===== src/rtl/byte_stream_packer.sv =====
// -----------------------------------------------------------------------------
// byte_stream_packer
//
// Purpose:
//   Accepts a byte stream under a valid/ready handshake, packs the bytes
//   little-endian into OUT_BYTES-wide words (first byte in lane 0) and queues
//   the words in a FIFO_DEPTH-entry FIFO. The FIFO head is presented on a
//   valid/ready output port. in_last closes a partial word early; the lanes
//   that were written are flagged in out_keep and unused lanes read as zero.
//
// Parameters:
//   OUT_BYTES   bytes per output word (2..8)
//   FIFO_DEPTH  output word FIFO entries (power of 2, >= 2)
//
// Ports:
//   clk         rising-edge clock
//   rst_n       asynchronous active-low reset
//   in_data     input byte
//   in_valid    input byte valid
//   in_last     last byte of packet, closes the word (qualified by in_valid)
//   in_ready    stage can accept a byte this cycle (registered, = !full)
//   out_data    FIFO head word, zero when out_valid is low
//   out_keep    per-lane byte-valid mask of the head word, zero when idle
//   out_valid   FIFO holds at least one word
//   out_ready   downstream accepts the head word
//   fifo_count  number of words held in the FIFO
//   word_count  (PACKER_STATS_EN only) popped words, saturating
//   byte_count  (PACKER_STATS_EN only) popped valid bytes, saturating
//
// Configuration:
//   Define PACKER_STATS_EN to add the word_count / byte_count statistics
//   outputs. Without it those ports and counters are absent and the packer
//   behaves identically.
// -----------------------------------------------------------------------------
module byte_stream_packer #(
    parameter int OUT_BYTES  = 4,
    parameter int FIFO_DEPTH = 4
) (
    input  logic                          clk,
    input  logic                          rst_n,
    input  logic [7:0]                    in_data,
    input  logic                          in_valid,
    input  logic                          in_last,
    output logic                          in_ready,
    output logic [8*OUT_BYTES-1:0]        out_data,
    output logic [OUT_BYTES-1:0]          out_keep,
    output logic                          out_valid,
    input  logic                          out_ready,
    output logic [$clog2(FIFO_DEPTH):0]   fifo_count
`ifdef PACKER_STATS_EN
    ,
    output logic [15:0]                   word_count,
    output logic [15:0]                   byte_count
`endif
);

    localparam int AW = $clog2(FIFO_DEPTH);
    localparam int CW = AW + 1;
    localparam int IW = $clog2(OUT_BYTES);
    localparam int WW = 8 * OUT_BYTES;
    localparam logic [IW-1:0] LAST_IDX = IW'(OUT_BYTES - 1);
    localparam logic [CW-1:0] FULL_CNT = CW'(FIFO_DEPTH);

    logic [IW-1:0]        idx_q,    idx_d;
    logic [WW-1:0]        acc_q,    acc_d;
    logic [OUT_BYTES-1:0] keep_q,   keep_d;
    logic [AW-1:0]        wr_ptr_q, wr_ptr_d;
    logic [AW-1:0]        rd_ptr_q, rd_ptr_d;
    logic [CW-1:0]        count_q,  count_d;
    logic                 rdy_q,    rdy_d;

    logic [WW-1:0]        mem_data [FIFO_DEPTH];
    logic [OUT_BYTES-1:0] mem_keep [FIFO_DEPTH];

    logic                 accept;
    logic                 push;
    logic                 pop;
    logic [WW-1:0]        word_w;
    logic [OUT_BYTES-1:0] word_keep_w;

    assign accept     = in_valid && rdy_q;
    assign out_valid  = (count_q != '0);
    assign pop        = out_valid && out_ready;
    assign in_ready   = rdy_q;
    assign fifo_count = count_q;
    assign out_data   = out_valid ? mem_data[rd_ptr_q] : '0;
    assign out_keep   = out_valid ? mem_keep[rd_ptr_q] : '0;

    always_comb begin
        // Word as it would look with the incoming byte merged into lane idx.
        word_w      = acc_q;
        word_keep_w = keep_q;
        for (int l = 0; l < OUT_BYTES; l++) begin
            if (idx_q == IW'(l)) begin
                word_w[8*l +: 8] = in_data;
                word_keep_w[l]   = 1'b1;
            end
        end

        push   = accept && ((idx_q == LAST_IDX) || in_last);

        idx_d  = idx_q;
        acc_d  = acc_q;
        keep_d = keep_q;
        if (accept) begin
            if (push) begin
                idx_d  = '0;
                acc_d  = '0;
                keep_d = '0;
            end else begin
                idx_d  = idx_q + 1'b1;
                acc_d  = word_w;
                keep_d = word_keep_w;
            end
        end

        wr_ptr_d = push ? wr_ptr_q + 1'b1 : wr_ptr_q;
        rd_ptr_d = pop  ? rd_ptr_q + 1'b1 : rd_ptr_q;

        count_d = count_q;
        if (push && !pop) begin
            count_d = count_q + 1'b1;
        end else if (!push && pop) begin
            count_d = count_q - 1'b1;
        end

        // Ready is registered from the next count, so it never depends
        // combinationally on out_ready and a push can never hit a full FIFO.
        rdy_d = (count_d != FULL_CNT);
    end

    always_ff @(posedge clk or negedge rst_n) begin
        if (!rst_n) begin
            idx_q    <= '0;
            acc_q    <= '0;
            keep_q   <= '0;
            wr_ptr_q <= '0;
            rd_ptr_q <= '0;
            count_q  <= '0;
            rdy_q    <= 1'b0;
        end else begin
            idx_q    <= idx_d;
            acc_q    <= acc_d;
            keep_q   <= keep_d;
            wr_ptr_q <= wr_ptr_d;
            rd_ptr_q <= rd_ptr_d;
            count_q  <= count_d;
            rdy_q    <= rdy_d;
        end
    end

    // Storage needs no reset: entries are only visible through the count.
    always_ff @(posedge clk) begin
        if (push) begin
            mem_data[wr_ptr_q] <= word_w;
            mem_keep[wr_ptr_q] <= word_keep_w;
        end
    end

`ifdef PACKER_STATS_EN
    function automatic logic [15:0] sat_add(input logic [15:0] a, input logic [15:0] b);
        logic [16:0] s;
        s = {1'b0, a} + {1'b0, b};
        return s[16] ? 16'hFFFF : s[15:0];
    endfunction

    function automatic logic [15:0] keep_bytes(input logic [OUT_BYTES-1:0] k);
        logic [15:0] n;
        n = '0;
        for (int i = 0; i < OUT_BYTES; i++) begin
            n = n + 16'(k[i]);
        end
        return n;
    endfunction

    logic [15:0] word_cnt_q, word_cnt_d;
    logic [15:0] byte_cnt_q, byte_cnt_d;

    always_comb begin
        word_cnt_d = word_cnt_q;
        byte_cnt_d = byte_cnt_q;
        if (pop) begin
            word_cnt_d = sat_add(word_cnt_q, 16'd1);
            byte_cnt_d = sat_add(byte_cnt_q, keep_bytes(out_keep));
        end
    end

    always_ff @(posedge clk or negedge rst_n) begin
        if (!rst_n) begin
            word_cnt_q <= '0;
            byte_cnt_q <= '0;
        end else begin
            word_cnt_q <= word_cnt_d;
            byte_cnt_q <= byte_cnt_d;
        end
    end

    assign word_count = word_cnt_q;
    assign byte_count = byte_cnt_q;
`endif

endmodule


===== config.mk =====
export PLATFORM = sky130hd
export DESIGN_NAME = byte_stream_packer
export DESIGN_NICKNAME = d
export VERILOG_FILES = /design/src/rtl/byte_stream_packer.sv
export SDC_FILE = /design/constraint.sdc
export NUM_CORES = 1
export LEC_CHECK = 0
export ABC_AREA = 1
export ABC_CLOCK_PERIOD_IN_PS = 4100
export CORE_MARGIN = 5
export CORE_UTILIZATION = 30
export CTS_CLUSTER_DIAMETER = 60
export DETAILED_ROUTE_END_ITERATION = 16
export GPL_ROUTABILITY_DRIVEN = 0
export SLEW_MARGIN = 20
export SYNTH_ARGS = -nofsm -noshare
export SYNTH_HDL_FRONTEND = slang
export SYNTH_SLANG_ARGS = --single-unit

===== constraint.sdc =====
create_clock -name clk -period 4.1 [get_ports clk]
set_input_delay 0.82 -clock clk [delete_from_list [all_inputs] [get_ports clk]]
set_output_delay 0.82 -clock clk [all_outputs]
set_load 0.02 [all_outputs]

==> flow_summary.toml <==
[die]
io_pins = 54
die-area_um2 = 30200
core_um2 = 26700
rows = 60
die_h_um = 174
dieWidth_um = 174
start_util_pct = 30.2

[timing]
min_period_ps = 3380
slew_viol_final = 0
grt_setup_unrepaired = "false"
max_freq_mhz = 296
final-setup-viol-count = 0
min_period_over_period_pct = 82.5
finalWorstSetupSlack_ps = 718
fin_skew_ps = 7.82
worst_slew_pin_slew_ps = 828
fin_setup_tns_ps = 0
hold_slack_ps = 291
hold_viol = 0
slew_headroom_pct = 44.2

[critical_path]
path_delay_family = "buffers and inverters"
cp-end-kind = "output port"
arrival_ps = 2560
startpoint_type = "register"
crit_required_ps = 3280
crit_chain = "inv_1 > ha_1 > nand2_2 > inv_2 > a21oi_1 > clkdlybuf4s50_1"
critPathSlowestCell = "clkdlybuf4s50_1"
critical_path_class = "register to output port"
crit_buf_inv = 3
crit_path_max_incr_delay_ps = 590
cp_max_fo = 36

[clock_network]
numCtsBuffers = 17
cts.root.buffer_cell = "clkbuf_16"
worstSkewPairLatency_ps = 430
numClockSinks = 190
cts_tree = "yes"
ctsResizeCount = 0
cts_buffer_depth = 2
postCtsHoldBufs = 0
cts_setup_buffers = 0
h-tree-depth = 4
path_clk_slew_ps = 70

[synth]
ys_seq_area_share_pct = 68.1
synth.distinct_cells = 22
ys_ff_latch = 190
yosysWarnings = 0
syn_area_per_cell_um2 = 11.0
synth_nets = 754
netlist_area_um2 = 8050
synth_cells = 730

[routing]
dr.pass1.iters = 5
first_iter_violations = 380
viasPerCell = 4.59
drc = 0
drt-wirelength-per-cell_um = 16.6
wirelength_um = 18800
route.vias.total = 5202
final_antenna_net_count = 0

[placement]
dp.cells = 1102
dp_hpwl_um = 11500
pre_cts_ws_ps = 1160
io_buffers = 53

[pwr]
power.leakage_nw = 3.45
power.total_mw = 7.63
p_per_area_nw_per_um2 = 803
peakVddDrop_v = 0.000373

[final_layout]
instances_no_fill = 1134
fin_nets = 804
diodes = 0
drive_gt1_share_pct = 9.46
area_growth_pct = 18.1

[global_routing]
grt_pass1_vias = 5173
grt_max_degree = 44
grt_overflow = 0
antenna_found_initial = 0
grtUsageTotal_pct = 12.5
grt_pass1_wl_um = 29600

[flow_run]
maxCapViolations = 0

[status]
status = "completed"

[min_path]
worstHoldPathType = "input port to async pin"
-- registers in the layout, summed over array words and instances, names as in the netlist --
name,cells
acc_q,32
fifo_count,3
idx_q,2
in_ready,1
keep_q,4
mem_data,128
mem_keep,16
rd_ptr_q,2
wr_ptr_q,2
-- area by class of cell --
type / count / area [um^2]
inverter: 56 / 213
fill: 2598 / 17100
clock inverter: 14 / 158
tap: 341 / 427
timing repair buffer: 68 / 663
clock buffer: 18 / 429
multi-input combinational: 447 / 2140
sequential: 190 / 5480
-- Yosys cell counts (all sizes together) --
cell | n | area [um^2]
a21oi | 37 | 185
buf | 22 | 191
clkbuf | 15 | 56.3
dfrtp | 46 | 1150
edfxtp | 144 | 4320
ha | 11 | 138
inv | 56 | 213
nand2 | 86 | 373
nand3 | 4 | 25.0
nor2 | 164 | 652
o21ai | 142 | 711
xor2 | 3 | 26.3
-- power breakdown --
part	total [mW]	switching (mW)	internal (mW)
Combinational	3.24	2.11	1.14
Sequential	2.74	0.109	2.63
Clock	1.65	0.735	0.911
Total	7.63	2.95	4.68
-- layout by cell type, fill, tap and decap left out --
cell type and instances:
o21ai_0 124, nor2_2 2, edfxtp_1 144, nand2_2 8, nor2_8 1, o21ai_1 18, inv_8 2, clkbuf_16 17
buf_4 13, ha_1 11, inv_1 49, nand2_4 4, clkinvlp_4 2, inv_2 6, nand2_1 74, nand3_2 1
nor2_4 6, inv_4 1, nand3_1 3, clkbuf_1 1, buf_2 1, inv_6 3, clkinv_1 2, buf_12 2
a21oi_1 37, dfrtp_2 1, nor2_1 155, dfrtp_1 45, clkdlybuf4s50_1 52, bufinv_16 2, xor2_1 3, clkinv_4 3
-- path summary, 6_finish.rpt --
check / from / to / slack (ps) / depth (start not counted)
max in group asynchronous: rst_n / acc_q[13] / 3030 / 2
hold / removal: rst_n / fifo_count[0] / 290 / 1
hold reg to reg: keep_q[3] / keep_q[3] / 490 / 2
setup / recovery: fifo_count[0] / out_data[24] / 720 / 6
setup reg to reg: idx_q[0] / mem_data[3][21] / 2030 / 7
min in group clk: keep_q[3] / keep_q[3] / 490 / 2
-- layer usage --
metal  global-route usage, %  wire length [um]  vias to the layer above
met4                    3.27               126                        0
met1                    16.4              8380                     2546
met3                    2.66               765                        6
li1                        -                 -                     2557
met2                    21.3              9540                       93
met5                       0                 0                        -
-- cell families (layout without fill, tap and decap cells) --
kind of cell    count (synthesis)  in the layout  synth area share (%)
compound gates                179            179                  11.1
xor+xnor                        3              3                 0.327
fa+ha+maj                      11             11                  1.71
buf+inv                        93            156                  5.72
flops                         190            190                  68.1
simple gates                  254            254                  13.0
-- metrics by stage --
step	util [%]	cell area [um^2]
2_1_floorplan	-	8050
3_3_place_gp	33.5	8920
3_5_place_dp	33.5	8920
4_1_cts	35.7	9510
5_1_grt	35.7	9510
6_report	35.7	9510
-- worst reg2reg max path: cells and delay by family, from the launching register on --
family / cells / cell delay (ps)
flops: 1 / 380
buf+inv: 3 / 560
simple gates: 3 / 660
fa+ha+maj: 1 / 150
Power figures use the tool's default switching activity.
